[src/rtl/bus_transfer_controller_pkg.sv]
// Shared types and constants for the internal-bus transfer sequencer and the
// tri-state buffers it enables.
package bus_transfer_controller_pkg;

  typedef enum logic [1:0] {
    StIdle,
    StDrive,
    StLoad,
    StTurn
  } state_e;

  localparam int unsigned BusDataWidth = 8;

  // Bits needed to index num_dst destinations; never narrower than one bit.
  function automatic int unsigned dst_idx_width(int unsigned num_dst);
    return (num_dst > 1) ? $clog2(num_dst) : 1;
  endfunction

endpackage

[src/rtl/bus_transfer_controller_rr_arbiter.sv]
// Combinational round-robin picker: first set request at or above the pointer,
// wrapping to the lowest set request below it.
module bus_transfer_controller_rr_arbiter #(
  parameter int unsigned NUM_SRC = 4,
  parameter int unsigned IdxW    = (NUM_SRC > 1) ? $clog2(NUM_SRC) : 1
) (
  input  logic [NUM_SRC-1:0] req_i,
  input  logic [IdxW-1:0]    ptr_i,
  output logic               grant_valid_o,
  output logic [IdxW-1:0]    grant_idx_o
);

  logic            found_hi;
  logic [IdxW-1:0] idx_hi;
  logic            found_lo;
  logic [IdxW-1:0] idx_lo;

  always_comb begin
    found_hi = 1'b0;
    idx_hi   = '0;
    for (int unsigned i = 0; i < NUM_SRC; i++) begin
      if (!found_hi && req_i[i] && (i >= 32'(ptr_i))) begin
        found_hi = 1'b1;
        idx_hi   = IdxW'(i);
      end
    end
  end

  // Wrap-around pass: only consulted when nothing at or above the pointer asks.
  always_comb begin
    found_lo = 1'b0;
    idx_lo   = '0;
    for (int unsigned i = 0; i < NUM_SRC; i++) begin
      if (!found_lo && req_i[i]) begin
        found_lo = 1'b1;
        idx_lo   = IdxW'(i);
      end
    end
  end

  always_comb begin
    grant_valid_o = found_hi | found_lo;
    grant_idx_o   = found_hi ? idx_hi : idx_lo;
  end

endmodule

[src/rtl/bus_transfer_controller.sv]
// Sequencer for the shared internal data bus: round-robin grant, drive, load,
// then a high-Z turnaround cycle before the next owner.
module bus_transfer_controller
  import bus_transfer_controller_pkg::*;
#(
  parameter int unsigned NUM_SRC    = 4,
  parameter int unsigned NUM_DST    = 4,
  parameter int unsigned DATA_WIDTH = BusDataWidth,
  parameter int unsigned DST_W      = 4
) (
  input  logic                     clk_i,
  input  logic                     rst_n,
  input  logic [NUM_SRC-1:0]       req_i,
  input  logic [NUM_SRC*DST_W-1:0] req_dst_i,
  input  logic [DATA_WIDTH-1:0]    bus_data_i,
  output logic [NUM_SRC-1:0]       drive_en_o,
  output logic [NUM_DST-1:0]       load_en_o,
  output logic [NUM_SRC-1:0]       ack_o,
  output logic                     busy_o,
  output logic [DATA_WIDTH-1:0]    captured_data_o,
  output logic                     dst_err_o
);

  localparam int unsigned SrcW    = (NUM_SRC > 1) ? $clog2(NUM_SRC) : 1;
  localparam int unsigned DstMinW = dst_idx_width(NUM_DST);
  // Wide enough to hold both any dst field and the value NUM_DST itself.
  localparam int unsigned CmpW    = ((DST_W > DstMinW) ? DST_W : DstMinW) + 1;

  state_e state_q, state_d;
  logic [SrcW-1:0]  grant_q, grant_d;
  logic [DST_W-1:0] dst_q, dst_d;
  logic [SrcW-1:0]  ptr_q, ptr_d;

  logic [NUM_SRC-1:0]    drive_en_q, drive_en_d;
  logic [NUM_DST-1:0]    load_en_q, load_en_d;
  logic [NUM_SRC-1:0]    ack_q, ack_d;
  logic                  busy_q, busy_d;
  logic                  dst_err_q, dst_err_d;
  logic [DATA_WIDTH-1:0] captured_data_q, captured_data_d;

  logic             arb_valid;
  logic [SrcW-1:0]  arb_idx;
  logic [DST_W-1:0] arb_dst;
  logic             dst_q_valid;
  logic             dst_d_valid;

  bus_transfer_controller_rr_arbiter #(
    .NUM_SRC (NUM_SRC),
    .IdxW    (SrcW)
  ) u_rr_arbiter (
    .req_i         (req_i),
    .ptr_i         (ptr_q),
    .grant_valid_o (arb_valid),
    .grant_idx_o   (arb_idx)
  );

  always_comb begin
    arb_dst = '0;
    for (int unsigned i = 0; i < NUM_SRC; i++) begin
      if (arb_idx == SrcW'(i)) begin
        arb_dst = req_dst_i[i*DST_W +: DST_W];
      end
    end
  end

  assign dst_q_valid = CmpW'(dst_q) < CmpW'(NUM_DST);
  assign dst_d_valid = CmpW'(dst_d) < CmpW'(NUM_DST);

  // State register.
  always_ff @(posedge clk_i or negedge rst_n) begin
    if (!rst_n) begin
      state_q <= StIdle;
      grant_q <= '0;
      dst_q   <= '0;
      ptr_q   <= '0;
    end else begin
      state_q <= state_d;
      grant_q <= grant_d;
      dst_q   <= dst_d;
      ptr_q   <= ptr_d;
    end
  end

  // Next-state logic; grant index and destination are frozen at grant time.
  always_comb begin
    state_d = state_q;
    grant_d = grant_q;
    dst_d   = dst_q;
    ptr_d   = ptr_q;
    unique case (state_q)
      StIdle: begin
        if (arb_valid) begin
          state_d = StDrive;
          grant_d = arb_idx;
          dst_d   = arb_dst;
        end
      end
      StDrive: state_d = StLoad;
      StLoad: begin
        state_d = StTurn;
        ptr_d   = (grant_q == SrcW'(NUM_SRC - 1)) ? '0 : grant_q + 1'b1;
      end
      StTurn:  state_d = StIdle;
      default: state_d = StIdle;
    endcase
  end

  // Outputs are decoded from the upcoming state so they can be registered
  // without adding a cycle of latency; no comb path from req_i to drive_en_o.
  always_comb begin
    drive_en_d      = '0;
    load_en_d       = '0;
    ack_d           = '0;
    busy_d          = (state_d != StIdle);
    dst_err_d       = (state_d == StLoad) && !dst_d_valid;
    captured_data_d = captured_data_q;
    for (int unsigned i = 0; i < NUM_SRC; i++) begin
      drive_en_d[i] = (state_d inside {StDrive, StLoad}) && (grant_d == SrcW'(i));
      ack_d[i]      = (state_d == StLoad) && (grant_d == SrcW'(i));
    end
    for (int unsigned i = 0; i < NUM_DST; i++) begin
      load_en_d[i] = (state_d == StLoad) && dst_d_valid && (dst_d == DST_W'(i));
    end
    if ((state_q == StLoad) && dst_q_valid) begin
      captured_data_d = bus_data_i;
    end
  end

  // Async clear drops the buffer enables immediately, abandoning any transfer.
  always_ff @(posedge clk_i or negedge rst_n) begin
    if (!rst_n) begin
      drive_en_q      <= '0;
      load_en_q       <= '0;
      ack_q           <= '0;
      busy_q          <= 1'b0;
      dst_err_q       <= 1'b0;
      captured_data_q <= '0;
    end else begin
      drive_en_q      <= drive_en_d;
      load_en_q       <= load_en_d;
      ack_q           <= ack_d;
      busy_q          <= busy_d;
      dst_err_q       <= dst_err_d;
      captured_data_q <= captured_data_d;
    end
  end

  assign drive_en_o      = drive_en_q;
  assign load_en_o       = load_en_q;
  assign ack_o           = ack_q;
  assign busy_o          = busy_q;
  assign dst_err_o       = dst_err_q;
  assign captured_data_o = captured_data_q;

endmodule

[config.mk]
export PLATFORM = sky130hd
export DESIGN_NAME = bus_transfer_controller
export DESIGN_NICKNAME = d
export VERILOG_FILES = /design/src/rtl/bus_transfer_controller_pkg.sv /design/src/rtl/bus_transfer_controller_rr_arbiter.sv /design/src/rtl/bus_transfer_controller.sv
export SDC_FILE = /design/constraint.sdc
export NUM_CORES = 1
export LEC_CHECK = 0
export BUFFER_PORTS_ARGS = -buffer_cell sky130_fd_sc_hd__buf_2
export CAP_MARGIN = 20
export CORE_MARGIN = 2
export CORE_UTILIZATION = 49
export CTS_CLUSTER_DIAMETER = 200
export DETAILED_ROUTE_END_ITERATION = 7
export GPL_ROUTABILITY_DRIVEN = 1
export PLACE_DENSITY = 0.79
export SETUP_SLACK_MARGIN = 0.1
export SKIP_CTS_REPAIR_TIMING = 1
export SLEW_MARGIN = 20
export SYNTH_ARGS = -nofsm -noshare
export SYNTH_HDL_FRONTEND = slang
export SYNTH_SLANG_ARGS = --single-unit
[constraint.sdc]
create_clock -name clk_i -period 2.45 [get_ports clk_i]
set_clock_uncertainty 0.1 [all_clocks]
set_input_delay 0.49 -clock clk_i [delete_from_list [all_inputs] [get_ports clk_i]]
set_output_delay 0.49 -clock clk_i [all_outputs]
set_load 0.1 [all_outputs]
# Word-level counts from Yosys, hierarchy flattened
# Index checks and enable logic that the tools add are counted.
word_totals:
  ff_bits: 32
  out_inout_bits: 22
  wordCells: 95
op_classes:
  add_sub_neg: 1
  n_lt_le_gt_ge: 5
  n_eq_ne: 15
  mux: 26
  bitwise_logic: 1
  reduce_logical: 37
op_table:
  columns: ["op", "n"]
  rows:
  - ["logical AND 1 bit", 24]
  - ["two-way mux 4 bit", 6]
  - ["two-way mux 2 bit", 9]
  - ["== test 2 bit (second input constant)", 8]
  - ["two-way mux 1 bit", 10]
  - ["== test 2 x 1 -> 1 bit (second input constant)", 4]
  - ["== test 4 x 2 -> 1 bit (second input constant)", 2]
  - ["less-than comparator 4 x 3 -> 1 bit (second input constant)", 2]
  - ["case mux 2 bit (4 select lines)", 1]
  - ["logical NOT 1 bit", 7]
  - ["logical NOT 2 bit", 3]
  - ["== test 4 x 1 -> 1 bit (second input constant)", 1]
  - [">= comparator 1 x 2 -> 1 bit (first input constant)", 2]
  - ["logical NOT 4 bit", 1]
  - ["nonzero test 2 bit", 2]
  - ["adder 2 x 1 -> 2 bit (second input constant)", 1]
  - [">= comparator 2 bit (first input constant)", 1]
  - ["bitwise OR 1 bit", 1]

# Logic depth before layout (Yosys ltp)
depth:
  word_depth: 25
  depth_mapped: 9
  ltp_nobuf: 8

# Cells and area by module
# A second synthesis with hierarchy kept.
hier_totals:
  hier_cells: 104
  hier_area_um2: 1458.9
by_module_without_submodules:
  columns: ["mod", "n_inst", "cells_per_inst", "area_each_um2", "seq_area_each_um2"]
  rows:
  - ["bus_transfer_controller", 1, 92, 1385.1, 800.8]
  - ["bus_transfer_controller_rr_arbiter", 1, 12, 73.8, 0.0]

# Worst setup path before layout
# OpenSTA, ideal clock, no wires.
synth_timing:
  path_kind: "input port to flip-flop"
  start: "input port req_i[2]"
  end: "register load_en_q[3] (netlist: load_en_o[3])"
  t_arrival_ns: 1.982
  required_ns: 2.230
  path_slack_ns: 0.248
  path_stages: 7
  n_path_buf: 1
  cell_sequence: "or4_1 nand2_1 buf_4 nand2_1 o2111a_1 o221ai_2 and3b_1"
synth_between:
  elab_chain_len: 17
synth_lines:
  columns: ["item", "line", "rtl"]
  rows:
  - ["from (decl)", "bus_transfer_controller.sv:13", "input logic [NUM_SRC-1:0] req_i,"]
  - ["logical AND 1 bit (2 in series)", "bus_transfer_controller_rr_arbiter.sv:22", "if (!found_hi && req_i[i] && (i >= 32'(ptr_i))) begin"]
  - ["two-way mux 1 bit", "bus_transfer_controller_rr_arbiter.sv:22", null]
  - ["logical NOT 1 bit", "bus_transfer_controller_rr_arbiter.sv:22", null]
  - ["logical AND 1 bit", "bus_transfer_controller_rr_arbiter.sv:22", null]
  - ["two-way mux 2 bit / two-way mux 1 bit (equally long branches)", "bus_transfer_controller_rr_arbiter.sv:22", null]
  - ["two-way mux 2 bit", "bus_transfer_controller_rr_arbiter.sv:43", "grant_idx_o = found_hi ? idx_hi : idx_lo;"]
  - ["logical NOT 2 bit", "bus_transfer_controller.sv:60", "if (arb_idx == SrcW'(i)) begin"]
  - ["two-way mux 4 bit (4 in series)", "bus_transfer_controller.sv:60", null]
  - ["two-way mux 4 bit", "bus_transfer_controller.sv:92", "if (arb_valid) begin"]
  - ["two-way mux 4 bit", "bus_transfer_controller.sv:90", "unique case (state_q)"]
  - ["less-than comparator 4 x 3 -> 1 bit", "bus_transfer_controller.sv:67", "assign dst_d_valid = CmpW'(dst_d) < CmpW'(NUM_DST);"]
  - ["logical AND 1 bit", "bus_transfer_controller.sv:122", "load_en_d[i] = (state_d == StLoad) && dst_d_valid && (dst_d == DST_W'(i));"]
  - ["logical AND 1 bit *", "bus_transfer_controller.sv:122", null]
  - ["net load_en_d[3]", "bus_transfer_controller.sv:35", "logic [NUM_DST-1:0] load_en_q, load_en_d;"]
  - ["to (signal assigned)", "bus_transfer_controller.sv:140", "load_en_q <= load_en_d;"]
  - ["to (decl)", "bus_transfer_controller.sv:35", null]
# Mark *: on every way through the listed nets, which the timed path passes. The rest lies on a longest branch.
# A chain may end at the register's enable or synchronous reset.

# Final worst setup path
layout_timing:
  start: "register ptr_q[0]"
  end: "register load_en_q[2] (netlist: load_en_o[2])"
layout_between:
  elab_chain_len: 25
layout_lines:
  columns: ["item", "line", "rtl"]
  rows:
  - ["from (decl)", "bus_transfer_controller.sv:32", "logic [SrcW-1:0] ptr_q, ptr_d;"]
  - ["from (signal assigned)", "bus_transfer_controller.sv:80", "ptr_q <= ptr_d;"]
  - [">= comparator 1 x 2 -> 1 bit", "bus_transfer_controller_rr_arbiter.sv:22", null]
  - ["logical AND 1 bit", "bus_transfer_controller_rr_arbiter.sv:22", null]
  - ["two-way mux 1 bit", "bus_transfer_controller_rr_arbiter.sv:22", null]
  - ["logical NOT 1 bit", "bus_transfer_controller_rr_arbiter.sv:22", null]
  - ["logical AND 1 bit (2 in series)", "bus_transfer_controller_rr_arbiter.sv:22", null]
  - ["two-way mux 1 bit", "bus_transfer_controller_rr_arbiter.sv:22", null]
  - ["logical NOT 1 bit", "bus_transfer_controller_rr_arbiter.sv:22", null]
  - ["logical AND 1 bit (2 in series)", "bus_transfer_controller_rr_arbiter.sv:22", null]
  - ["(+6 left out)", null, null]
  - ["two-way mux 4 bit (4 in series)", "bus_transfer_controller.sv:60", null]
  - ["two-way mux 4 bit *", "bus_transfer_controller.sv:92", null]
  - ["two-way mux 4 bit *", "bus_transfer_controller.sv:90", null]
  - ["net dst_d[1]", "bus_transfer_controller.sv:31", "logic [DST_W-1:0] dst_q, dst_d;"]
  - ["less-than comparator 4 x 3 -> 1 bit", "bus_transfer_controller.sv:67", null]
  - ["logical AND 1 bit", "bus_transfer_controller.sv:122", null]
  - ["logical AND 1 bit *", "bus_transfer_controller.sv:122", null]
  - ["net load_en_d[2]", "bus_transfer_controller.sv:35", null]
# Marked as above.

==> impl_metrics.env <==
export IMPL_outcome="completed"
export IMPL_startpoint="ptr_q[0]$_DFFE_PN0P_"
export IMPL_drtIter0Drc=20
export IMPL_postSynthCellCount=132
export IMPL_setup_viol_count_final=0
export IMPL_timing_hold_violations_final=0
export IMPL_grt_util_all_layers=0.190
export IMPL_hold_class="primary input to asynchronous set/reset pin"
export IMPL_max_clock_freq_mhz=459
export IMPL_cp_cell_sequence="nor2b_1, or4b_4, and2_4, o211a_1, o31ai_4, nor3b_2"
export IMPL_cp_required_ns=2.61
export IMPL_cap_viol_max_count=0
export IMPL_cts_root_buf="clkbuf_4"
export IMPL_drc=0
export IMPL_vias=1206
export IMPL_clk_pin_slew_worst_paths_ns=0.10
export IMPL_reg2reg_depth=6
export IMPL_cp_num_cells=6
export IMPL_cts_tree="built"
export IMPL_die_area_sq_um=3500
export IMPL_drive_gt1_frac=0.421
export IMPL_min_period_ns=2.18
export IMPL_endpoint="load_en_o[2]$_DFF_PN0_"
export IMPL_cts_buffer_depth=2
export IMPL_cts_htree_levels=2
export IMPL_period_share=0.888
export IMPL_rsz0062_at_grt="no"
export IMPL_totalWireLength_mm=3.05
export IMPL_slowest_delay_ns=0.54
export IMPL_arrival_ns=2.34
export IMPL_cp_end_kind="flop"
export IMPL_numPortBuffers=51
export IMPL_critPathBufInv=0
export IMPL_coreArea_sq_um=2980
export IMPL_synth_seq_area_share=0.538
export IMPL_antenna_found_initial=0
export IMPL_firstDrtPassIters=4
export IMPL_rrSetupSlack_ns=0.27
export IMPL_synth_seq_cells=32
export IMPL_via_per_inst=5.24
export IMPL_gr_total_overflow=0
export IMPL_die_w_um=59.1
export IMPL_fin_nets=231
export IMPL_grt_pass1_wl_mm=4.86
export IMPL_postRouteAntennaNets=0
export IMPL_clock_latency_ns=0.33
export IMPL_detailed_place_hpwl_mm=2.49
export IMPL_cts_sinks=32
export IMPL_met3_wirelength_um=149
export IMPL_start_util=0.500
export IMPL_syn_area_per_cell_sq_um=11.3
export IMPL_grt_pass1_vias=1212
export IMPL_r2r_end="load_en_o[2]$_DFF_PN0_"
export IMPL_slew_viol_final=0
export IMPL_worstPathMaxFanout=5
export IMPL_cp_top_family="simple AND/OR/NAND/NOR gates"
export IMPL_slew_headroom=0.552
export IMPL_wire_per_inst_um=13.2
export IMPL_pin_count=52
export IMPL_fillCellCount=261
export IMPL_rows=20
export IMPL_grt_max_degree=33
export IMPL_place_gp_congestion=0.803
export IMPL_synth_nets=167
export IMPL_fin_setup_tns_ns=0
export IMPL_worst_slew_pin_slew_ns=0.672
export IMPL_slowest_stage="or4b_4"
export IMPL_start_kind="flop"
export IMPL_synth_warnings=0
export IMPL_netlist_area_sq_um=1490
export IMPL_synthToLayoutAreaGrowth_pct=27.4
export IMPL_route_met2_wl_mm=1.69
export IMPL_antenna_cells=0
export IMPL_r2r_start="ptr_q[0]$_DFFE_PN0P_"
export IMPL_criticalPathCategory="flop to flop"
export IMPL_netlist_cell_type_count=35
export IMPL_cts_made_buffers=5
export IMPL_route_layer_met1_wl_mm=1.18
export IMPL_die_h_um=59.1
export IMPL_top_layer_used="met4"
worst register-to-register path: cells and delay by family (launching register included):
kind | cells | cell delay, ns
simple gates | 4 | 1.05
flops | 1 | 0.44
compound gates | 2 | 0.53
worst min path at each step:
stage,from,end,depth (start not counted)
finish,rst_n,dst_q[1]$_DFF_PN0_,1
CTS,rst_n,captured_data_o[0]$_DFFE_PN0P_,1
detailed placement,captured_data_o[3]$_DFFE_PN0P_,captured_data_o[3]$_DFFE_PN0P_,1
global route,rst_n,captured_data_o[0]$_DFFE_PN0P_,1
global placement,captured_data_o[6]$_DFFE_PN0P_,captured_data_o[6]$_DFFE_PN0P_,1
floorplan,rst_n,ack_o[0]$_DFF_PN0_,0
cell usage in the layout (no fill, tap or decap), types with 2 or more instances in the layout:
master	netlist	layout
nor2_1	14	14
a21oi_1	2	2
o211ai_1	2	2
nor2b_1	3	3
buf_2	0	51
inv_1	11	11
or3_1	3	3
nand2b_1	2	2
nand2_1	14	14
buf_4	1	8
o21a_1	3	3
o2111a_1	2	2
o21ba_2	2	2
o21ai_0	3	3
or4_1	2	2
ha_1	5	5
nand3_1	2	2
mux2_2	10	10
dfrtp_1	32	32
nor3b_1	2	2
clkbuf_4	0	5
sequential cells by signal, summed over array words and instances (netlist names):
register	flops
grant_q	2
busy_o	1
drive_en_o	4
state_q	2
captured_data_o	8
ack_o	4
dst_err_o	1
load_en_o	4
dst_q	4
ptr_q	2
layout make-up:
cell class	count	area, sq um	share of cell area
well taps	33	41.3	0.0218
clock buffers	7	55.1	0.0290
inverters	11	41.3	0.0218
flip-flops and latches	32	801	0.422
clock inverters	1	7.51	0.00396
repair buffers	59	315	0.166
multi-input cells	87	636	0.335
routing by layer:
| layer | track usage | vias up |
|---|---|---|
| met5 | 0 | - |
| met4 | 0.0617 | 0 |
| met3 | 0.0655 | 4 |
| met2 | 0.371 | 32 |
| met1 | 0.183 | 579 |
| li1 | - | 591 |
logic make-up (layout without fill, tap and decap cells):
| kind of cell | Yosys count | in the layout | share of synthesized area |
|---|---|---|---|
| buffers and inverters | 13 | 78 | 0.0353 |
| AO/OA/AOI/OAI | 22 | 22 | 0.131 |
| AND/OR/NAND/NOR | 50 | 50 | 0.178 |
| flip-flops | 32 | 32 | 0.538 |
| adder cells (fa/ha/maj) | 5 | 5 | 0.0420 |
| multiplexers | 10 | 10 | 0.0756 |
Yosys cell counts (all sizes together):
cell type | n | area share
dfrtp | 32 | 0.54
nand2 | 14 | 0.035
nor2 | 14 | 0.035
inv | 11 | 0.028
mux2 | 10 | 0.076
ha | 5 | 0.042
nor2b | 3 | 0.013
nor3b | 3 | 0.018
o21a | 3 | 0.015
o21ai | 3 | 0.010
or3 | 3 | 0.013
a21oi | 2 | 0.0067
nand2b | 2 | 0.0084
nand3 | 2 | 0.0067
o2111a | 2 | 0.015
o211ai | 2 | 0.010
o21ba | 2 | 0.013
o311ai | 2 | 0.012
or4 | 2 | 0.010
a211oi | 1 | 0.0050
a32o | 1 | 0.0067
and2 | 1 | 0.0059
and2b | 1 | 0.0050
and3b | 1 | 0.0059
buf | 1 | 0.0050
clkbuf | 1 | 0.0025
nand3b | 1 | 0.0050
nor3 | 1 | 0.0034
o211a | 1 | 0.0067
o221ai | 1 | 0.010
o31ai | 1 | 0.014
o32ai | 1 | 0.0059
or2 | 1 | 0.0042
or4b | 1 | 0.0092
per-stage QoR:
stage	worst slack [ns]	util	area, sq um	hold slack (ns)	instances
finish	0.274	0.637	1900	0.0785	230
global route	0.193	0.637	1900	0.132	230
CTS	0.214	0.637	1900	0.0942	230
detailed placement	0.0246	0.616	1830	0.399	222
global placement	0.0900	0.616	1830	0.386	222
floorplan	0.248	-	1490	0.0944	132
Power is left out: the tool's default activity adds up to more than one toggle a clock period on the data nets, which glitch-free logic cannot reach.
